==> config.mk <==
export PLATFORM = sky130hd
export DESIGN_NAME = ram_stream_reader_flat
export DESIGN_NICKNAME = d
export VERILOG_FILES = /design/src/rtl/ram_stream_reader_if.sv /design/src/rtl/ram_stream_reader.sv /design/src/flat_wrapper.sv
export SDC_FILE = /design/constraint.sdc
export NUM_CORES = 1
export LEC_CHECK = 0
export ABC_AREA = 1
export BUFFER_PORTS_ARGS = -buffer_cell sky130_fd_sc_hd__buf_2
export CAP_MARGIN = 20
export CORE_AREA = 3 3 163 165
export DETAILED_ROUTE_END_ITERATION = 16
export DIE_AREA = 0 0 166 168
export GPL_ROUTABILITY_DRIVEN = 0
export MAX_ROUTING_LAYER = met4
export PLACE_DENSITY = 0.59
export SLEW_MARGIN = 20
export SYNTH_ARGS = -nofsm -noshare
export SYNTH_HDL_FRONTEND = slang
export SYNTH_SLANG_ARGS = --single-unit
==> constraint.sdc <==
create_clock -name clk -period 1.8 [get_ports clk]
set_input_delay 0.09 -clock clk [delete_from_list [all_inputs] [get_ports clk]]
set_output_delay 0.09 -clock clk [all_outputs]
set_load 0.01 [all_outputs]
==> src/rtl/ram_stream_reader_if.sv <==
// ram_intf: single-port RAM bus between a compute-side master and the memory model.
// Bus widths come from ADDR_BUS_WIDTH / DATA_BUS_WIDTH (default 32 when not set by the build).
`ifndef ADDR_BUS_WIDTH
`define ADDR_BUS_WIDTH 32
`endif
`ifndef DATA_BUS_WIDTH
`define DATA_BUS_WIDTH 32
`endif

interface ram_intf;
    logic                       cs;
    logic                       oe;
    logic [`ADDR_BUS_WIDTH-1:0] addr;
    logic                       W_req;
    logic [`DATA_BUS_WIDTH-1:0] W_data;
    logic [`DATA_BUS_WIDTH-1:0] R_data;

    modport compute (output cs, oe, addr, W_req, W_data, input R_data);
    modport memory  (input cs, oe, addr, W_req, W_data, output R_data);
endinterface

==> src/rtl/ram_stream_reader.sv <==
// ram_stream_reader: streams len words from a 1-cycle-latency RAM through a skid FIFO.
// Optional macro RD_STRIDE_EN adds a stride port; otherwise the address steps by 1.
`ifndef ADDR_BUS_WIDTH
`define ADDR_BUS_WIDTH 32
`endif
`ifndef DATA_BUS_WIDTH
`define DATA_BUS_WIDTH 32
`endif

// state | meaning
// IDLE  | waiting for start; len==0 start only pulses done
// RUN   | issuing reads while FIFO space (count + in-flight) allows
// DRAIN | all reads issued, waiting for the consumer to take the last beat
module ram_stream_reader #(
    parameter int FIFO_DEPTH = 4,
    parameter int LEN_W      = 16
) (
    input  logic                       clk,
    input  logic                       rstn,
    input  logic                       start,
    input  logic [`ADDR_BUS_WIDTH-1:0] base_addr,
    input  logic [LEN_W-1:0]           len,
`ifdef RD_STRIDE_EN
    input  logic [`ADDR_BUS_WIDTH-1:0] stride,
`endif
    output logic                       busy,
    output logic                       done,
    ram_intf.compute                   ram,
    output logic                       out_valid,
    input  logic                       out_ready,
    output logic [`DATA_BUS_WIDTH-1:0] out_data,
    output logic                       out_last
);
    localparam int AW = `ADDR_BUS_WIDTH;
    localparam int DW = `DATA_BUS_WIDTH;
    localparam int PW = $clog2(FIFO_DEPTH);
    localparam int CW = PW + 1;

    typedef enum logic [1:0] {IDLE, RUN, DRAIN} state_t;

    state_t         state_q, state_d;
    logic [AW-1:0]  addr_q;
    logic [AW-1:0]  step;
    logic [LEN_W-1:0] issue_left_q;
    logic           inflight_q;
    logic           inflight_last_q;
    logic           done_q;
    logic           issue;
    logic           last_issue;
    logic           push;
    logic           pop;

    logic [DW:0]    fifo_mem [FIFO_DEPTH];
    logic [PW-1:0]  wr_ptr_q, rd_ptr_q;
    logic [CW-1:0]  count_q;

`ifdef RD_STRIDE_EN
    logic [AW-1:0] stride_q;

    always_ff @(posedge clk or negedge rstn) begin
        if (!rstn) begin
            stride_q <= '0;
        end else if (state_q == IDLE && start) begin
            stride_q <= stride;
        end
    end

    assign step = stride_q;
`else
    assign step = AW'(1);
`endif

    assign push       = inflight_q;
    assign pop        = out_valid & out_ready;
    assign last_issue = issue && (issue_left_q == LEN_W'(1));

    always_comb begin
        state_d = state_q;
        issue   = 1'b0;
        case (state_q)
            IDLE: begin
                if (start && len != '0) state_d = RUN;
            end
            RUN: begin
                // the read issued last cycle already owns a FIFO slot
                issue = (issue_left_q != '0) &&
                        ((count_q + CW'(inflight_q)) < CW'(FIFO_DEPTH));
                if (last_issue) state_d = DRAIN;
            end
            DRAIN: begin
                if (pop && fifo_mem[rd_ptr_q][DW]) state_d = IDLE;
            end
            default: state_d = IDLE;
        endcase
    end

    always_ff @(posedge clk or negedge rstn) begin
        if (!rstn) begin
            state_q         <= IDLE;
            addr_q          <= '0;
            issue_left_q    <= '0;
            inflight_q      <= 1'b0;
            inflight_last_q <= 1'b0;
            done_q          <= 1'b0;
        end else begin
            state_q         <= state_d;
            inflight_q      <= issue;
            inflight_last_q <= last_issue;
            done_q          <= (state_q == IDLE && start && len == '0) ||
                               (state_q == DRAIN && state_d == IDLE);
            if (state_q == IDLE && start) begin
                addr_q       <= base_addr;
                issue_left_q <= len;
            end else if (issue) begin
                addr_q       <= addr_q + step;
                issue_left_q <= issue_left_q - LEN_W'(1);
            end
        end
    end

    always_ff @(posedge clk) begin
        if (push) fifo_mem[wr_ptr_q] <= {inflight_last_q, ram.R_data};
    end

    always_ff @(posedge clk or negedge rstn) begin
        if (!rstn) begin
            wr_ptr_q <= '0;
            rd_ptr_q <= '0;
            count_q  <= '0;
        end else begin
            if (push) wr_ptr_q <= wr_ptr_q + PW'(1);
            if (pop)  rd_ptr_q <= rd_ptr_q + PW'(1);
            count_q <= count_q + CW'(push) - CW'(pop);
        end
    end

    assign out_valid  = (count_q != '0);
    assign out_data   = fifo_mem[rd_ptr_q][DW-1:0];
    assign out_last   = out_valid & fifo_mem[rd_ptr_q][DW];

    assign busy       = (state_q != IDLE);
    assign done       = done_q;

    assign ram.cs     = issue;
    assign ram.oe     = issue;
    assign ram.addr   = addr_q;
    assign ram.W_req  = 1'b0;
    assign ram.W_data = '0;
endmodule

==> src/flat_wrapper.sv <==
// flat-port wrapper written by rule: the top's interface ports become plain ports
module ram_stream_reader_flat 
#(
    parameter int FIFO_DEPTH = 4,
    parameter int LEN_W      = 16
)
  (clk, rstn, start, base_addr, len, busy, done, out_valid, out_ready, out_data, out_last, ram_cs, ram_oe, ram_addr, ram_W_req, ram_W_data, ram_R_data);
  ram_intf ram_i ();
  input  logic clk;
  input  logic rstn;
  input  logic start;
  input  logic [`ADDR_BUS_WIDTH-1:0] base_addr;
  input  logic [LEN_W-1:0] len;
  output logic busy;
  output logic done;
  output logic out_valid;
  input  logic out_ready;
  output logic [`DATA_BUS_WIDTH-1:0] out_data;
  output logic out_last;
  output wire logic [$bits(ram_i.cs)-1:0] ram_cs;
  output wire logic [$bits(ram_i.oe)-1:0] ram_oe;
  output wire logic [$bits(ram_i.addr)-1:0] ram_addr;
  output wire logic [$bits(ram_i.W_req)-1:0] ram_W_req;
  output wire logic [$bits(ram_i.W_data)-1:0] ram_W_data;
  input wire logic [$bits(ram_i.R_data)-1:0] ram_R_data;
  assign ram_cs = ram_i.cs;
  assign ram_oe = ram_i.oe;
  assign ram_addr = ram_i.addr;
  assign ram_W_req = ram_i.W_req;
  assign ram_W_data = ram_i.W_data;
  assign ram_i.R_data = ram_R_data;
  ram_stream_reader #(.FIFO_DEPTH(FIFO_DEPTH), .LEN_W(LEN_W)) u_core (.clk(clk), .rstn(rstn), .start(start), .base_addr(base_addr), .len(len), .busy(busy), .done(done), .ram(ram_i), .out_valid(out_valid), .out_ready(out_ready), .out_data(out_data), .out_last(out_last));
endmodule
# ---- Word-level counts from Yosys, hierarchy flattened
# Memory sizes are Yosys's and may differ from the RTL's.
# Index checks and enable logic that the tools add are counted.
dict set report classes {
  n_bitwise 2
  reduce_logical 16
  n_mux 11
  magnitude_cmp 1
  addsub 6
  n_eq_ne 3
}
# operator count
set op_table {}
lappend op_table {{2-to-1 mux 32 bit} 2}
lappend op_table {{adder 32 x 1 -> 32 bit, second input constant} 1}
lappend op_table {{2-to-1 mux 16 bit} 2}
lappend op_table {{nonzero test 16 bit} 2}
lappend op_table {{equality test 16 x 1 -> 1 bit, second input constant} 1}
lappend op_table {{logical NOT 16 bit} 1}
lappend op_table {{subtractor 16 x 1 -> 16 bit, second input constant} 1}
lappend op_table {{logical AND 1 bit} 7}
lappend op_table {{2-to-1 mux 2 bit} 3}
lappend op_table {{one-hot mux 2 bit (3 select lines)} 1}
lappend op_table {{adder 2 x 1 -> 2 bit, second input constant} 2}
lappend op_table {{logical NOT 2 bit} 2}
lappend op_table {{nonzero test 2 bit} 2}
lappend op_table {{adder 3 x 1 -> 3 bit} 1}
lappend op_table {{< comparator 3 bit, second input constant} 1}
lappend op_table {{2-to-1 mux 1 bit} 3}
lappend op_table {{nonzero test 3 bit} 1}
lappend op_table {{subtractor 3 x 1 -> 3 bit} 1}
lappend op_table {{AND 1 bit} 2}
lappend op_table {{equality test 2 x 1 -> 1 bit, second input constant} 1}
lappend op_table {{equality test 2 bit, second input constant} 1}
lappend op_table {{logical OR 1 bit} 1}
dict set report totals {
  mem_count 1
  elab_cells 49
  ff_bits 60
  mem_bits_rw 132
  out_inout_bits 103
}
# name depth word_bits read_ports rd_clocked_by_memory_dff write_ports line_no
set mem_list {}
lappend mem_list {u_core.fifo_mem 4 33 1 0 1 ram_stream_reader.sv:53} ;# logic [DW:0] fifo_mem [FIFO_DEPTH];

# ---- Logic depth before layout (Yosys ltp)
# Gate-level depths: netlist of the first run.
dict set report logic_depth {
  ltp_word 10
  ltp_mapped 12
}

# ---- Worst setup path after synthesis of the first run
# Ideal clock, no wire load.
dict set report synth_path {
  path_kind {register -> register}
  from {reg u_core.wr_ptr_q[0]}
  to {mem u_core.fifo_mem[2][0] (netlist bit) (enable)}
  period_less_slack_ps 1712
  t_arrival_ps 1324
  slack_ps 88
  n_path_buf 0
  stages_incl_launch_ff 5
  required_time_ps 1412
  cell_sequence {dfrtp_1 > inv_1 > ha_1 > nand2_1 > inv_1}
}
# item line_no
set synth_rtl {}
lappend synth_rtl {{start, declared} ram_stream_reader.sv:54} ;# logic [PW-1:0] wr_ptr_q, rd_ptr_q;
lappend synth_rtl {{start signal, assigned} ram_stream_reader.sv:131} ;# if (push) wr_ptr_q <= wr_ptr_q + PW'(1);
lappend synth_rtl {{end, declared} ram_stream_reader.sv:53}
# Straight into the memory's write port.

# ---- Final worst setup path of the first run
dict set report layout_path {
  from {reg u_core.issue_left_q[1]}
  to {out ram_oe}
}
dict set report layout_via {
  elab_chain_cells 3
}
# item line_no
set layout_rtl {}
lappend layout_rtl {{start, declared} ram_stream_reader.sv:44} ;# logic [LEN_W-1:0] issue_left_q;
lappend layout_rtl {{start signal, assigned} ram_stream_reader.sv:113} ;# issue_left_q <= len;
lappend layout_rtl {{start signal, assigned} ram_stream_reader.sv:116} ;# issue_left_q <= issue_left_q - LEN_W'(1);
lappend layout_rtl {{nonzero test 16 bit} ram_stream_reader.sv:86} ;# issue = (issue_left_q != '0) &&
lappend layout_rtl {{logical AND 1 bit} ram_stream_reader.sv:86}
lappend layout_rtl {{2-to-1 mux 1 bit} ram_stream_reader.sv:80} ;# case (state_q)
lappend layout_rtl {{end, declared} flat_wrapper.sv:21} ;# output wire logic [$bits(ram_i.oe)-1:0] ram_oe;
# No other way between the ends.

==> qor.yml, run 1 <==
wl_um: 25400
worstPathRequired_ns: 1.71
routed_via_density: 4.79
maximum_vdd_drop_mv: 0.893
flops_latches_synth: 192
vias_in_the_first_global_route: 7729
path_class: "reg -> out"
layout_setup_ws_ns: -0.152
drtPass1Iterations: 6
die_outline_width_um: 166
clockBufferDepth: 2
port_buffers: 153
ys_async_sr_fraction_pct: 31.3
fin_cells: 1616
max_freq_mhz: 512
cellLeakagePower_nw: 5.41
worst_skew_pair.late_latency_ns: 0.44
path_clk_slew_ns: 0.07
worst_setup_path_end_kind: "output port"
routed_wire_length_per_instance_um: 15.7
critical_path.max_stage_delay_ns: 0.41
n_fill_cell: 2255
grtUsageMet3_pct: 3.08
ant_nets: 0
dominantRegCellSynth: "sky130_fd_sc_hd__edfxtp_1"
synth_cell_types: 30
timing_max_transition_violations_final: 0
worstPathBufferInverterCount: 5
placement_rows: 58
run_status: "finished with violations"
critical_path_data_arrival_time_ns: 1.86
grt.met1_usage_pct: 21.3
yosys_warnings: 0
global_route.usage.total_pct: 17.6
io-pin-count: 187
drc: 0
total_core_area_mm2: 0.0252
commonest_non_fill_non_tap_cell_in_the_layout: "sky130_fd_sc_hd__nand2_1"
grt_max_degree: 61
hold_path_class: "in -> reg"
synthCells: 989
mostFrequentLayoutCells: "sky130_fd_sc_hd__nand2_1, sky130_fd_sc_hd__buf_2, sky130_fd_sc_hd__nor2_1"
rsz0062_at_grt: "true"
cts_tree: "yes"
worstPathCellList: "inv_1 > ha_4 > nand2_2 > nor2_4 > nand2_1 > nand2_2 > buf_6 > clkinv_4 > buf_12 > buf_6"
preCtsSetupSlack_ns: -0.0785
cts_buffers: 17
postSynthAreaPerCell_um2: 9.36
die-area_mm2: 0.0279
dr.first_iter.drc_count: 520
worst_path_dominant_cell_family: "buffers and inverters"
syn_area_mm2: 0.00925
timing.critical_path.from_type: "flip-flop"
power_per_cell_area_mw_per_mm2: 1700
height_of_the_die_um: 168
root_buffer: "sky130_fd_sc_hd__clkbuf_16"
synth.yosys.seq_area_share_pct: 59.1
maxCapViolCount: 0
gr-total-overflow: 0
clock_sinks: 192
final.period_utilization_pct: 108
failed_checks: "negative setup slack"
crit_path_max_fanout: 3
grt_busiest_layer: "met2"
floorplan.initialDensity_pct: 36.7
nNetsFinal: 1366
critPathSlowestCell: "sky130_fd_sc_hd__dfrtp_1"
timing.final.crit_period_ns: 1.95
num_vias: 7741
layout-drive-gt1-share_pct: 24.6
post-place-cells: 1478
timing_hold_violations_final: 0
final-setup-viol-count: 22
timing.clock.skew_ns: 0.0175
grtUsageMet2_pct: 29.7
post-route-util_pct: 50.6
r2r_slack_ns: -0.06
synthToLayoutAreaGrowth_pct: 37.7
first_pass_grt_wire_length_um: 38600
dp_hpwl_um: 15300
number_of_antenna_violations_at_the_first_check_in_global_routing: 1
cts_max_level: 4
synth-edff-count: 132
registers in the layout, indices dropped and copies added, names as in the netlist:
register and count:
u_core.rd_ptr_q 2, u_core.count_q 3, u_core.fifo_mem 132, u_core.ram.addr 32, u_core.wr_ptr_q 2, u_core.issue_left_q 16, u_core.state_q 2, u_core.done 1
u_core.inflight_last_q 1, u_core.inflight_q 1
logic make-up after synthesis:
kind of cell	share of synthesized area, %
xor+xnor	2.75
buf+inv	7.26
flops	59.1
other cells	0.0405
compound gates	6.32
fa+ha+maj	1.49
simple gates	23.1
per-layer routing:
| metal | share of wire [%] | routed length (µm) |
|---|---|---|
| met1 | 44 | 11300 |
| met2 | 49 | 12300 |
| met3 | 4.6 | 1170 |
| met4 | 2.5 | 633 |
| met5 | 0 | 0 |
worst register-to-register path: cells and delay by family, from the launching register on:
family | cells | cell delay [ns]
and+or+nand+nor | 6 | 0.44
adders and majority gates | 2 | 0.36
DFF | 1 | 0.39
buffers and inverters | 4 | 0.57
area by class of cell:
cell class	instances	area [µm²]	area share, %
timing repair buffer	302	2500	19.6
clock buffer	17	425	3.34
timing repair inverter	1	11.3	0.0884
inverter	55	224	1.76
multi-input combinational	702	3470	27.2
tap	330	413	3.24
clock inverter	15	225	1.77
antenna	2	5.00	0.0393
sequential	192	5470	42.9
per-stage QoR:
step / power (mW) / hold WS [ns] / cell area, µm² / TNS [ns]
after floorplan: 12.1 / -0.206 / 9370 / 0
after global placement: 15.3 / 0.127 / 10600 / -0.373
after detailed placement: 15.4 / 0.129 / 10600 / -0.867
after CTS: 20.1 / 0.00646 / 12200 / -0.402
after global routing: 23.1 / 0.0488 / 12700 / -5.02
final: 21.7 / 0.0258 / 12700 / -1.23
synthesized netlist by cell type (2+ instances only):
cell,count,area (µm²)
sky130_fd_sc_hd__a21oi_2,2,17.5
sky130_fd_sc_hd__buf_2,3,15.0
sky130_fd_sc_hd__buf_4,36,270
sky130_fd_sc_hd__buf_6,7,78.8
sky130_fd_sc_hd__clkbuf_1,26,97.6
sky130_fd_sc_hd__dfrtp_1,60,1500
sky130_fd_sc_hd__edfxtp_1,132,3960
sky130_fd_sc_hd__ha_1,11,138
sky130_fd_sc_hd__inv_1,53,199
sky130_fd_sc_hd__nand2_1,250,938
sky130_fd_sc_hd__nand2_2,2,12.5
sky130_fd_sc_hd__nand3_1,99,495
sky130_fd_sc_hd__nand3b_1,2,15.0
sky130_fd_sc_hd__nand4_1,3,18.8
sky130_fd_sc_hd__nor2_1,156,586
sky130_fd_sc_hd__nor2_2,3,18.8
sky130_fd_sc_hd__nor3_1,3,15.0
sky130_fd_sc_hd__o21ai_0,68,340
sky130_fd_sc_hd__o21bai_1,2,15.0
sky130_fd_sc_hd__o22ai_1,32,200
sky130_fd_sc_hd__or2_2,3,18.8
sky130_fd_sc_hd__xnor2_1,8,70.1
sky130_fd_sc_hd__xor2_1,21,184
worst paths after layout:
| check | endpoint | cells past startpoint | start |
|---|---|---|---|
| hold / removal | u_core.done | 4 | len[3] |
| setup reg to reg | u_core.ram.addr[12] | 12 | u_core.inflight_q |
| setup / recovery | ram_oe | 10 | u_core.issue_left_q[1] |
| hold reg to reg | u_core.fifo_mem[0][32] | 0 | u_core.inflight_last_q |
| min in group asynchronous | u_core.ram.addr[15] | 3 | rstn |
| max in group asynchronous | u_core.rd_ptr_q[0] | 3 | rstn |
where the power goes:
| group | switching (mW) | internal (mW) | leakage [nW] |
|---|---|---|---|
| Combinational | 5.83 | 4.67 | 3.13 |
| Sequential | 0.894 | 6.20 | 1.96 |
| Clock | 2.09 | 1.98 | 0.312 |
repair_timing:
action / 4_1_cts / 5_1_grt
hold endpoints to repair: 237 / 0
hold buffers: 80 / 0
buffers inserted: 4 / 9
resized for setup: 18 / 94
gates cloned: 2 / 9
endpoints found under the setup margin: 40 / 57
pin swaps: 3 / 15
(Power assumes the default switching activity.)
==> inputs of run 2 (changes only) <==
--- a/config.mk
+++ b/config.mk
@@ -8,12 +8,13 @@
 export ABC_AREA = 1
 export BUFFER_PORTS_ARGS = -buffer_cell sky130_fd_sc_hd__buf_2
 export CAP_MARGIN = 20
-export CORE_AREA = 3 3 163 165
+export CORE_AREA = 2 2 140 142
 export DETAILED_ROUTE_END_ITERATION = 16
-export DIE_AREA = 0 0 166 168
+export DIE_AREA = 0 0 142 144
 export GPL_ROUTABILITY_DRIVEN = 0
 export MAX_ROUTING_LAYER = met4
-export PLACE_DENSITY = 0.59
+export PLACE_DENSITY = 0.75
+export SKIP_LAST_GASP = 1
 export SLEW_MARGIN = 20
 export SYNTH_ARGS = -nofsm -noshare
 export SYNTH_HDL_FRONTEND = slang
==> run 2 against run 1 <==
The flow now finishes without violations. Cell count down 7.1%. Sequential power increased by 0.8%. Count of clock-buffer cells in the layout stayed put. Worst setup slack better by 0.19 ns. Total power is 7.8% lower. Final area down 4.7%. Global-route usage is 5.2 points higher. Critical path depth shrank 2. Register-to-register slack better by 0.11 ns.
==> qor.yml, run 2 (synthesized netlist as in run 1, its figures left out) <==
root_buffer: "sky130_fd_sc_hd__clkbuf_16"  # unchanged
worst_setup_path_end_kind: "output port"  # unchanged
final.period_utilization_pct: 98.0  # was 108%
fin_cells: 1502  # was 1616
grt.met1_usage_pct: 28.7  # was 21.3%
maxCapViolCount: 0  # unchanged
grt_busiest_layer: "met2"  # unchanged
critical_path.max_stage_delay_ns: 0.42  # was 0.41 ns
timing.critical_path.from_type: "flip-flop"  # unchanged
power_switching_mw: 8.14  # was 8.82 mW
clockBufferDepth: 2  # unchanged
r2r_slack_ns: 0.05  # was -0.06 ns
routed_via_density: 5.20  # was 4.79
grt_max_degree: 68  # was 61
die_outline_width_um: 142  # was 166 µm
num_vias: 7817  # was 7741
run_status: "completed"  # was finished with violations
first_pass_grt_wire_length_um: 35400  # was 38600 µm
switching_share_pct: 40.7  # about the same
number_of_antenna_violations_at_the_first_check_in_global_routing: 0  # was 1
die-area_mm2: 0.0204  # was 0.0279 mm²
power.share.clock_pct: 19.2  # was 18.8%
height_of_the_die_um: 144  # was 168 µm
vias_in_the_first_global_route: 7242  # was 7729
dr.first_iter.drc_count: 511  # was 520
path_clk_slew_ns: 0.08  # was 0.07 ns
p_int_mw: 11.8  # was 12.9 mW
post-route-cell-area_mm2: 0.0121  # was 0.0127 mm²
crit_path_max_fanout: 4  # was 3
port_buffers: 153  # unchanged
cts_tree: "yes"  # unchanged
critPathSlowestCell: "sky130_fd_sc_hd__dfrtp_1"  # unchanged
worst-r2r-cell-count: 10  # was 12
antennaDiodeCount: 0  # was 2
holdPathStages: 5  # was 4
cellLeakagePower_nw: 5.16  # was 5.41 nW
layout-drive-gt1-share_pct: 21.3  # was 24.6%
post-place-cells: 1373  # was 1478
dp_hpwl_um: 14400  # was 15300 µm
worst_skew_pair.late_latency_ns: 0.45  # was 0.44 ns
setup_tns_ns: 0  # was -1.23 ns
max_freq_mhz: 567  # was 512 MHz
critical_path_data_arrival_time_ns: 1.67  # was 1.86 ns
nNetsFinal: 1346  # was 1366
worstPathCellList: "ha_4 > ha_4 > nand2_2 > nand2_2 > nor2_4 > nand2_4 > inv_8 > buf_6"  # was inv_1 > ha_4 > nand2_2 > nor2_4 > nand2_1 > nand2_2 > buf_6 > clkinv_4 > buf_12 > buf_6
rsz0062_at_grt: "true"  # unchanged
path_class: "reg -> out"  # unchanged
routed_wire_length_per_instance_um: 15.6  # was 15.7 µm
timing_max_transition_violations_final: 0  # unchanged
synthToLayoutAreaGrowth_pct: 31.1  # was 37.7%
largest-register: "u_core.fifo_mem"  # unchanged
commonest_non_fill_non_tap_cell_in_the_layout: "sky130_fd_sc_hd__nand2_1"  # unchanged
min-delay-start: "len[3]"  # unchanged
combPwrFrac_pct: 45.0  # was 48.5%
timing_hold_violations_final: 0  # unchanged
wl_um: 23400  # was 25400 µm
mostFrequentLayoutCells: "sky130_fd_sc_hd__nand2_1, sky130_fd_sc_hd__buf_2, sky130_fd_sc_hd__nor2_1"  # unchanged
detailed_place.area_mm2: 0.0103  # was 0.0106 mm²
worstPathBufferInverterCount: 2  # was 5
worst_r2r_endpoint: "u_core.issue_left_q[4]"  # was u_core.ram.addr[12]
global_route.usage.total_pct: 22.8  # was 17.6%
maximum_vdd_drop_mv: 0.987  # was 0.893 mV
worst_path_dominant_cell_family: "flip-flops"  # was buffers and inverters
hold_path_class: "in -> reg"  # unchanged
gr-total-overflow: 0  # unchanged
ant_nets: 0  # unchanged
total_core_area_mm2: 0.0191  # was 0.0252 mm²
placement_rows: 51  # was 58
cts_buffers: 17  # unchanged
holdPathEnd: "u_core.state_q[0]"  # was u_core.done
final-setup-viol-count: 0  # was 22
worstPathRequired_ns: 1.71  # about the same
cts_max_level: 4  # unchanged
timing.clock.skew_ns: 0.0155  # was 0.0175 ns
drc: 0  # unchanged
clock_sinks: 192  # unchanged
worstReg2RegStart: "u_core.count_q[0]"  # was u_core.inflight_q
power_per_cell_area_mw_per_mm2: 1650  # was 1700 mW/mm²
seqPwrFrac_pct: 35.8  # was 32.7%
floorplan.initialDensity_pct: 48.5  # was 36.7%
largest_register_ff_count: 132  # unchanged
timing.final.crit_period_ns: 1.76  # was 1.95 ns
io-pin-count: 187  # unchanged
grtUsageMet3_pct: 3.94  # was 3.08%
drtPass1Iterations: 5  # was 6
grtUsageMet2_pct: 37.9  # was 29.7%
-- run 2: cell count changes in the layout (fill, tap and decap cells not counted), moves of 5 or more --
cell	delta
sky130_fd_sc_hd__nand3_1	+19
sky130_fd_sc_hd__o21ai_0	+31
sky130_fd_sc_hd__nand3_2	-19
sky130_fd_sc_hd__inv_8	+6
sky130_fd_sc_hd__buf_4	-9
sky130_fd_sc_hd__buf_12	-8
sky130_fd_sc_hd__o21ai_1	-29
sky130_fd_sc_hd__inv_12	-5
-- run 2: area by class of cell --
type	instances	area (µm²)
Fill cell	1514	6950
Sequential cell	192	5470
Multi-Input combinational cell	702	3320
Timing Repair Buffer	282	2190
Clock buffer	17	425
Tap cell	238	298
Inverter	55	229
Clock inverter	15	196
Timing Repair inverter	1	6.26
-- run 2: how the worst max path moves through the flow --
stage	from	to	slack, ns	cells after the start
after CTS	u_core.rd_ptr_q[0]	out_data[12]	-0.02	5
after global placement	u_core.count_q[0]	u_core.ram.addr[3]	-0.04	10
after global routing	u_core.rd_ptr_q[0]	out_last	-0.04	6
final	u_core.count_q[0]	ram_oe	0.04	8
after detailed placement	u_core.count_q[0]	u_core.ram.addr[6]	-0.11	10
after floorplan	u_core.wr_ptr_q[0]	u_core.fifo_mem[2][0]	0.09	4
-- run 2: through the flow --
stage | power, mW | hold slack [ns] | worst slack (ns) | util [%]
3_3_place_gp | 14.8 | 0.0440 | -0.0398 | 54.2
2_1_floorplan | 12.1 | -0.206 | 0.0879 | -
4_1_cts | 19.3 | 0.00392 | -0.0191 | 62.4
6_report | 20.0 | 0.0218 | 0.0364 | 63.6
5_1_grt | 21.3 | 0.0255 | -0.0359 | 63.6
3_5_place_dp | 15.0 | 0.0491 | -0.107 | 54.2
-- run 2: power groups by stage --
stage          registers, mW  clock network [mW]  logic, mW
3_3_place_gp            7.13                   0       7.65
3_5_place_dp            7.16                   0       7.80
2_1_floorplan           7.10                   0       4.98
6_report                7.15                3.83       8.99
4_1_cts                 7.09                3.89       8.37
5_1_grt                 7.29                4.08       9.92
-- run 2: worst min-delay path: cells and delay by family --
family        cells  cell delay, ns
simple gates      4            0.24
buf+inv           1            0.10
-- run 2: metal layers --
layer | vias to the layer above | routed length (µm)
met5 | - | 0
met4 | 0 | 363
met3 | 38 | 1590
met2 | 346 | 11800
met1 | 3664 | 9650
li1 | 3769 | -
-- run 2: what timing repair did --
action / CTS / global route
hold buffers: 80 / 0
endpoints found under the setup margin: 26 / 64
resized for setup: 22 / 27
gates cloned: 2 / 5
pin swaps: 6 / 7
buffers inserted: 6 / 5
hold endpoints to repair: 231 / 0
